File: config.mk
export PLATFORM = sky130hd
export DESIGN_NAME = debounce_multi
export DESIGN_NICKNAME = d
export VERILOG_FILES = /design/src/rtl/debounce_multi.sv
export SDC_FILE = /design/constraint.sdc
export NUM_CORES = 1
export LEC_CHECK = 0
export ABC_AREA = 1
export CORE_AREA = 2 2 164 166
export CTS_CLUSTER_DIAMETER = 100
export DETAILED_ROUTE_END_ITERATION = 16
export DIE_AREA = 0 0 166 168
export GPL_TIMING_DRIVEN = 0
export PLACE_DENSITY = 0.43
export SYNTH_ARGS = -nofsm -noshare
export SYNTH_HDL_FRONTEND = slang
export SYNTH_SLANG_ARGS = --single-unit
File: constraint.sdc
create_clock -name clk -period 4.8 [get_ports clk]
set_input_delay 0.48 -clock clk [delete_from_list [all_inputs] [get_ports clk]]
set_output_delay 0.48 -clock clk [all_outputs]
set_load 0.03 [all_outputs]
File: src/rtl/debounce_multi.sv
// N-channel debouncer: 2-flop synchroniser, stability counter, debounced level, rise/fall pulses.
// Optional macro DEBOUNCE_AUTOREP_EN adds a per-channel hold/auto-repeat pulse on rep_p.
module debounce_multi #(
  parameter int N_CH     = 4,
  parameter int DEB_CYC  = 1_000_000,
  parameter int HOLD_CYC = 50_000_000,
  parameter int REP_CYC  = 20_000_000
) (
  input  logic            clk,
  input  logic            rst,
  input  logic [N_CH-1:0] sig_in,
  output logic [N_CH-1:0] sig_out,
  output logic [N_CH-1:0] rise_p,
  output logic [N_CH-1:0] fall_p,
  output logic [N_CH-1:0] rep_p
);

  localparam int MAX_DH  = (DEB_CYC > HOLD_CYC) ? DEB_CYC : HOLD_CYC;
  localparam int MAX_CYC = (MAX_DH > REP_CYC) ? MAX_DH : REP_CYC;
  localparam int CNT_W   = $clog2(MAX_CYC + 1);

  localparam logic [CNT_W-1:0] CNT_ONE  = CNT_W'(1);
  localparam logic [CNT_W-1:0] DEB_LAST = CNT_W'(DEB_CYC - 1);

  // Bit 1 of the encoding is the debounced level.
  typedef enum logic [1:0] {
    LOW      = 2'b00,
    LOW_CHK  = 2'b01,
    HIGH     = 2'b10,
    HIGH_CHK = 2'b11
  } state_t;

  for (genvar g = 0; g < N_CH; g++) begin : g_ch
    logic             meta;
    logic             sync;
    state_t           state;
    state_t           state_nx;
    logic [CNT_W-1:0] cnt;
    logic [CNT_W-1:0] cnt_nx;
    logic             rise_nx;
    logic             fall_nx;
    logic             rise_q;
    logic             fall_q;

    always_ff @(posedge clk or posedge rst) begin
      if (rst) begin
        meta   <= 1'b0;
        sync   <= 1'b0;
        state  <= LOW;
        cnt    <= '0;
        rise_q <= 1'b0;
        fall_q <= 1'b0;
      end else begin
        meta   <= sig_in[g];
        sync   <= meta;
        state  <= state_nx;
        cnt    <= cnt_nx;
        rise_q <= rise_nx;
        fall_q <= fall_nx;
      end
    end

    always_comb begin
      state_nx = state;
      cnt_nx   = cnt;
      rise_nx  = 1'b0;
      fall_nx  = 1'b0;
      case (state)
        LOW: begin
          if (sync) begin
            state_nx = LOW_CHK;
            cnt_nx   = CNT_ONE;
          end
        end
        LOW_CHK: begin
          if (!sync) begin
            state_nx = LOW;
            cnt_nx   = '0;
          end else if (cnt == DEB_LAST) begin
            state_nx = HIGH;
            cnt_nx   = '0;
            rise_nx  = 1'b1;
          end else begin
            cnt_nx = cnt + CNT_ONE;
          end
        end
        HIGH: begin
          if (!sync) begin
            state_nx = HIGH_CHK;
            cnt_nx   = CNT_ONE;
          end
        end
        HIGH_CHK: begin
          if (sync) begin
            state_nx = HIGH;
            cnt_nx   = '0;
          end else if (cnt == DEB_LAST) begin
            state_nx = LOW;
            cnt_nx   = '0;
            fall_nx  = 1'b1;
          end else begin
            cnt_nx = cnt + CNT_ONE;
          end
        end
      endcase
    end

    assign sig_out[g] = state[1];
    assign rise_p[g]  = rise_q;
    assign fall_p[g]  = fall_q;

`ifdef DEBOUNCE_AUTOREP_EN
    localparam logic [CNT_W-1:0] HOLD_LAST = CNT_W'(HOLD_CYC - 1);
    localparam logic [CNT_W-1:0] REP_LAST  = CNT_W'(REP_CYC - 1);

    logic [CNT_W-1:0] hcnt;
    logic [CNT_W-1:0] hcnt_nx;
    logic             rep_phase;
    logic             rep_phase_nx;
    logic             rep_nx;
    logic             rep_q;

    always_ff @(posedge clk or posedge rst) begin
      if (rst) begin
        hcnt      <= '0;
        rep_phase <= 1'b0;
        rep_q     <= 1'b0;
      end else begin
        hcnt      <= hcnt_nx;
        rep_phase <= rep_phase_nx;
        rep_q     <= rep_nx;
      end
    end

    // Counts only while the level stays high across the edge, so entry (rise) and exit (fall) never repeat.
    always_comb begin
      hcnt_nx      = '0;
      rep_phase_nx = 1'b0;
      rep_nx       = 1'b0;
      if (state[1] && state_nx[1]) begin
        hcnt_nx      = hcnt + CNT_ONE;
        rep_phase_nx = rep_phase;
        if (hcnt == (rep_phase ? REP_LAST : HOLD_LAST)) begin
          rep_nx       = 1'b1;
          hcnt_nx      = '0;
          rep_phase_nx = 1'b1;
        end
      end
    end

    assign rep_p[g] = rep_q;
`else
    assign rep_p[g] = 1'b0;
`endif
  end

endmodule

### After elaboration in Yosys (flattened, before gate mapping)

Cells that the tools add are included.

* register bits after elaboration: 128
* bits in latches: 0
* memory bits (writable): 0
* memory bits (read-only): 0
* bits of input ports: 6
* output and inout port bits: 16
* word-level logic and storage cells: 144
* memories: 0

* add/subtract/negate cells: 4
* multipliers: 0
* div/mod/pow operators: 0
* order comparisons: 0
* equal/unequal tests: 32
* shifts and indexed selects: 0
* muxes and demuxes: 72
* bitwise operators: 0
* reduce and logical (&&, ||, !) cells: 12

Operators with widths (number)
* two-way mux 26 bit: 20
* one-hot mux 26 bit (4 select lines): 4
* adder 26 x 1 -> 26 bit (second input constant): 4
* equality test 26 x 20 -> 1 bit (second input constant): 4
* two-way mux 2 bit: 24
* one-hot mux 2 bit (4 select lines): 4
* != test 3 bit (second input constant): 8
* two-way mux 1 bit: 20
* equality test 2 bit (second input constant): 8
* != test 2 bit (second input constant): 8
* AND reduction 4 bit: 4
* equality test 2 x 1 -> 1 bit (second input constant): 4
* logical NOT 2 bit: 4
* AND reduction 2 bit: 4

### Longest topological paths before layout

Gate-level depths: netlist of the first run.

* depth in word-level cells: 4
* mapped depth: 11
* depth with buffers taken out: 11

### Worst setup path after synthesis of the first run

No wires, ideal clock.

* path type: reg-to-reg
* from: register g_ch[1].cnt[0]
* to: register g_ch[1].cnt[12]
* library setup time: 0.130 ns
* arrival time: 1.361 ns
* data required time: 4.670 ns
* slack: 3.309 ns
* stages on the path, launching flop included: 10
* buffers on the path: 1
* clock period less this slack: 1.491 ns
* path through: dfrtp_1 ha_1 nand3_2 nor2_4 nand3_2 nor2_4 nor2_8 buf_6 nand3_1 o21ai_1

* word-level cells in the longest chain between the ends: 4
* elaborated cells on any way between the ends: 6
* classes of those cells: add/sub (1); eq/ne (1); mux (4)

RTL lines
* from (decl): line 38 `logic [CNT_W-1:0] cnt;`
* from (signal assigned): line 57 `cnt <= cnt_nx;`
* adder 26 x 1 -> 26 bit or equality test 26 x 20 -> 1 bit (tied branches)
* two-way mux 26 bit *: line 79, 97
* two-way mux 26 bit (on tied branches): line 94, 76
* one-hot mux 26 bit (4 select lines) *: line 68 `case (state)`

Every way passes the cells marked *; elsewhere a longest branch is shown, timed or not.
A chain may end at the register's enable or synchronous reset.

==> flow_summary.yaml, run 1 <==
status:
  status: "completed"
global_routing:
  antenna_found_initial: 0
  track_usage_pct: 14.4
  grt_overflow: 0
  grt_pass1_wl_mm: 32.8
  grt_pass1_vias: 6479
  grt_max_degree: 90
logic_synthesis:
  syn_area_per_cell_sq_um: 7.23
  synth_xor_area_share_pct: 4.89
  syn_area_sq_um: 7700
  synthDistinctLibCells: 40
  netlist_instances: 1065
  ys_seq_area_share_pct: 41.6
  yosys.area_share.simple_pct: 35.1
  synth.largest_area_cell: "dfrtp_1"
  yosysMostFrequentCell: "nand2_1"
  ys_warn_count: 0
  synth_common_cells: "nand2_1, nor2_1, dfrtp_1, inv_1, nand3_1"
  synth_top_area_share_pct: 41.6
  synth_top_family_by_area: "simple AND/OR/NAND/NOR gates"
  synth_area_leaders: "dfrtp_1, nand2_1, nor2_1, inv_1, nand3_1"
  synthMuxAreaShare_pct: 0
  async_flop_share_pct: 100
  synth_compound_area_share_pct: 8.49
  synth_seq_cells: 128
  synth_edf_count: 0
  synth-main-ff-cell: "dfrtp_1"
  synth_fa_ha_area_share_pct: 0.650
placed_design:
  place_area_sq_um: 8340
  detailed_place_hpwl_mm: 13.3
  gp_congestion: 0.802
  preCtsSetupSlack_ps: 2930
  port_buffers: 17
setup_path:
  arrival_ps: 1630
  crit_path_end_kind: "output pin"
  r2r_start: "g_ch[0].sync"
  regToRegEndpoint: "g_ch[0].cnt[5]"
  required_ps: 4320
  startpoint_type: "flip-flop"
  r2r_cells: 7
  worstSetupPathType: "flip-flop to output pin"
  r2r_setup_slack_ps: 2980
  crit_fanout: 5
finish:
  antennaDiodeCount: 0
  drive_gt1_share_pct: 9.75
  layout.nets: 1115
  final_util_pct: 34.1
  fillers: 2774
  final_area_sq_um: 8990
  area_delta_synth_final_pct: 16.7
clock_network:
  cts_tree: "built"
  post_cts_resized: 0
  cts-htree-levels: 4
  clock_path_buffers: 2
  post_cts.repair.setup_buffers: 0
  clk_root_buffer_cell: "clkbuf_16"
  cts_sinks: 128
  clk_latency_ps: 430
  clk_pin_slew_ps: 60
  hold_buffers: 0
  cts_made_buffers: 17
detailed_routing:
  drc: 0
  via_count: 6586
  routedWlPerCell_um: 12.8
  avgViaCountPerCell: 4.51
  postRouteAntennaNets: 0
  drt_wl_total_mm: 18.6
  drt_iter0_drc: 401
  drt-pass1-iter-count: 4
timing:
  period_needed_ps: 2110
  rsz0062_at_grt: "false"
  final_max_slew_viol_count: 0
  setup_ws_ps: 2690
  fmax_ghz: 0.474
  hold_viol: 0
  slew_headroom_pct: 61.1
  finalCritPeriodShare_pct: 44.0
  setup_violations: 0
  tightest_slew_ps: 584
  finClkSkew_ps: 11.6
die:
  dieArea_sq_um: 27900
  io_pins: 22
  num_rows: 60
  die_h_um: 168
  core_area_sq_um: 26400
  die_x_um: 166
  initial_core_util_pct: 29.2
worst_hold_path:
  holdPathEnd: "g_ch[2].sync"
  hold_class: "flip-flop to flip-flop"
  min_delay_path_depth: 0
  min_from: "g_ch[2].meta"
pwr:
  power.leakage_uw: 0.00384
  p_per_area_nw_per_um2: 386
  ir_drop_v: 0.000222
flow_run:
  max_cap_violations: 0
## critical path: stages (launching register included)
cell and delay, ps:
dfrtp_1 410, buf_4 130, clkdlybuf4s50_1 670
## stage by stage
stage / hold slack [ps] / TNS (ps) / instances / power [uW]
floorplan: 331 / 0 / 1068 / 1790
global placement: 333 / -183080 / 1426 / 2070
detailed placement: 336 / 0 / 1427 / 2070
CTS: 342 / 0 / 1459 / 3540
global route: 343 / 0 / 1459 / 3680
finish: 339 / 0 / 1459 / 3470
## worst max-delay path by stage
stage                       from                         end  slack [ps]  depth (start not counted)
floorplan                    rst  asynchronous set/reset pin         910                          1
global placement             rst              g_ch[3].cnt[3]       -1450                          2
detailed placement  g_ch[0].sync              g_ch[0].cnt[4]        2930                          7
CTS                    flip-flop                  sig_out[0]        2660                          2
global route           flip-flop                  sig_out[0]        2620                          2
finish                 flip-flop                  sig_out[0]        2690                          2
## flip-flops by register name, indices dropped and copies added (netlist names), named ones only
register / count
g_ch.meta: 4
g_ch.rise_q: 4
g_ch.sync: 4
g_ch.state: 4
g_ch.fall_q: 4
g_ch.cnt: 104
## cell usage in the layout (no fill, tap or decap), drive strengths merged
cell type / Yosys / routed
a21boi: 2 / 2
a21oi: 22 / 22
a31oi: 3 / 3
and2: 2 / 2
buf: 24 / 25
bufinv: 0 / 5
clkbuf: 5 / 24
clkdlybuf4s50: 0 / 17
clkinv: 0 / 3
clkinvlp: 0 / 4
conb: 1 / 4
dfrtp: 128 / 128
ha: 4 / 4
inv: 133 / 134
nand2: 319 / 319
nand3: 91 / 91
nand3b: 3 / 3
nand4: 17 / 17
nor2: 155 / 155
nor3: 19 / 19
o211ai: 1 / 1
o21ai: 63 / 63
o21bai: 2 / 2
o22ai: 25 / 25
or2: 3 / 3
xnor2: 5 / 5
xor2: 38 / 38
## per-layer routing
layer	share of wire, %	global-route usage (%)
met2	45	22.9
met5	0	0
met3	2.0	2.54
met4	0.95	3.74
met1	52	20.1
## logic make-up after synthesis
| kind of cell | after synthesis |
|---|---|
| and+or+nand+nor | 609 |
| buffers and inverters | 162 |
| other | 1 |
| DFF | 128 |
| AOI/OAI and AO/OA | 118 |
| adders and majority gates | 4 |
| xor gates and xnor gates | 43 |
## area by class of cell
type	count	area, sq um	share of cell area, %
tap	341	427	4.75
clock inverter	13	211	2.35
inverter	133	504	5.61
buffer	29	210	2.34
sequential	128	3200	35.6
clock buffer	19	433	4.82
timing repair buffer	18	198	2.20
multi-input combinational	778	3800	42.3
## power by group
| part | internal (uW) | switching [uW] |
|---|---|---|
| Sequential | 1150 | 63.9 |
| Clock | 924 | 522 |
| Combinational | 243 | 569 |
| Total | 2320 | 1160 |
(Power assumes the default switching activity.)
==> run 2: changes to the inputs <==
- PLACE_DENSITY: 0.43 -> 0.45
- clock period: 4.8 -> 1.75 ns (I/O delays scaled with it)
==> run 2 against run 1 <==
Against the previous run: worst setup slack got worse by 2600 ps; critical path type unchanged; critical path depth is the same; die area did not move; clock skew down 2.1 ps; sequential power grew to 2.8 times the previous value; highest routed layer unchanged; sequential cell count unchanged; wire length is 1.1% higher; sequential share of layout area decreased by 0.96 points; power increased to 2.7 times the previous value; core utilization grew 0.94 points.
==> flow_summary.yaml, run 2 (synthesized netlist as in run 1, its figures left out) <==
status:
  status: "completed"
detailed_routing:
  drt-pass1-iter-count: 4
  drc: 0
  routedWlPerCell_um: 12.8
  via_count: 6568
  avgViaCountPerCell: 4.46
  postRouteAntennaNets: 0
  drt_iter0_drc: 398
  drt_wl_total_mm: 18.8
pwr:
  power.leakage_uw: 0.00394
  combPwrFrac_pct: 25.3
  power.switching_uw: 3220
  ir_drop_v: 0.000580
  p_per_area_nw_per_um2: 1020
  p_seq_share_pct: 35.5
  power.clock.fraction_pct: 39.2
  p_int_uw: 6230
  p_sw_share_pct: 34.1
  finalPower_uw: 9440
global_routing:
  grt_overflow: 0
  grt_pass1_vias: 6643
  grt_pass1_wl_mm: 33.0
  antenna_found_initial: 0
  grt_max_degree: 39
  track_usage_pct: 14.4
clock_network:
  clock_path_buffers: 2
  cts_sinks: 128
  clk_pin_slew_ps: 60
  hold_buffers: 0
  clk_latency_ps: 430
  cts-htree-levels: 4
  clk_root_buffer_cell: "clkbuf_16"
  cts_tree: "built"
  cts_made_buffers: 17
finish:
  layout_commonest_cell: "nand2_1"
  largest_register_ffs: 104
  layout.nets: 1127
  largest-register: "g_ch.cnt"
  layout_common_cells: "nand2_1, dfrtp_1, nor2_1, inv_1, nand3_1"
  layout.cells.non_filler: 1471
  fillers: 2775
  final_util_pct: 35.1
  area_delta_synth_final_pct: 19.9
  antennaDiodeCount: 0
  drive_gt1_share_pct: 12.2
die:
  core_area_sq_um: 26400
  num_rows: 60
  die_x_um: 166
  die_h_um: 168
  dieArea_sq_um: 27900
  initial_core_util_pct: 29.2
  io_pins: 22
setup_path:
  r2r_setup_slack_ps: 70
  required_ps: 1570
  arrival_ps: 1520
  worstSetupPathType: "flip-flop to output pin"
  crit_slowest_cell: "clkdlybuf4s50_1"
  critPathLaunch: "g_ch[2].fall_q"
  crit_path_end_kind: "output pin"
  cp.depth: 2
  worstPathCellList: "buf_4, clkdlybuf4s50_1"
  cp_num_buf_inv: 2
  critical_path.endpoint: "fall_p[2]"
  regToRegEndpoint: "g_ch[1].cnt[19]"
  critical_path.top_delay_family: "buffers and inverters"
  r2r_start: "g_ch[1].cnt[0]"
  max_stage_delay_ps: 660
  crit_fanout: 1
  startpoint_type: "flip-flop"
  r2r_cells: 9
timing:
  final_max_slew_viol_count: 0
  setup_violations: 0
  setup_ws_ps: 55.0
  finalCritPeriodShare_pct: 96.9
  finClkSkew_ps: 9.54
  hold_viol: 0
  slew_headroom_pct: 50.4
  tightest_slew_ps: 743
  rsz0062_at_grt: "true"
  timing.hold.ws_ps: 187
  period_needed_ps: 1690
  fmax_ghz: 0.590
placed_design:
  detailed_place_hpwl_mm: 13.8
  gp_congestion: 0.789
  port_buffers: 17
  place_inst: 1429
  preCtsSetupSlack_ps: -123
flow_run:
  max_cap_violations: 0
worst_hold_path:
  hold_class: "primary input to flip-flop"
run 2: cell count changes in the layout (fill, tap and decap cells not counted), sizes merged:
cell	change
clkinv	+5
clkdlybuf4s50	-5
buf	+12
bufinv	-2
dlymetal6s2s	+1
inv	-2
dlygate4sd2	+4
clkinvlp	-1
run 2: layout make-up:
type	instances	area, sq um	share of cell area (%)
flip-flops and latches	128	3200	34.7
clock buffers	19	443	4.80
repair buffers	32	348	3.77
well taps	341	427	4.62
plain buffers	27	214	2.32
clock inverters	13	161	1.75
multi-input cells	778	3930	42.5
inverters	133	512	5.54
run 2: what timing repair did:
action,CTS,global route
pin swaps,0,10
gates resized for setup,6,33
gates cloned,0,1
setup endpoints to repair,21,84
setup buffers,0,11
run 2: stage by stage:
stage	instance area, sq um	TNS, ps
after CTS	8970	0
after global routing	9240	-81.2
after global placement	8320	-180330
final	9240	0
after floorplan	7720	-800
after detailed placement	8380	-877
run 2: power groups by stage:
stage / clock, uW / combinational (uW) / sequential [uW]
after detailed placement: 0 / 2280 / 3380
final: 3700 / 2390 / 3350
after CTS: 3810 / 2240 / 3330
after floorplan: 0 / 1580 / 3340
after global routing: 3930 / 2700 / 3380
after global placement: 0 / 2250 / 3390
run 2: layer usage:
layer / routed length [um] / global-route usage [%] / part of all wire, % / up-vias
met5: 0 / 0 / 0 / -
met4: 179 / 4.50 / 0.95 / 0
met3: 443 / 2.42 / 2.4 / 15
met2: 8460 / 23.2 / 45 / 54
met1: 9760 / 19.8 / 52 / 3003
li1: - / - / - / 3496
run 2: worst reg2reg max path: stages (launching register included):
cell and delay, ps:
dfrtp_1 410, ha_4 180, nand3_4 100, nor2_4 210, nand3_2 110, nor2_4 190, nor2_8 90, clkbuf_16 160
nand2_1 60, o21ai_1 50
run 2: worst min-delay path by stage:
stage                       startpoint            to  cells past startpoint
after CTS                    sig_in[2]  g_ch[2].meta                      1
after floorplan              sig_in[0]  g_ch[0].meta                      0
after global routing         sig_in[0]  g_ch[0].meta                      1
final                        sig_in[2]  g_ch[2].meta                      1
after detailed placement  g_ch[0].meta  g_ch[0].sync                      0
after global placement    g_ch[0].meta  g_ch[0].sync                      0
==> run 3: changes to the inputs <==
- TNS_END_PERCENT: not set -> 100
==> results of run 3 <==
No change in the layout: final DEF, timing and power equal those of run 2.
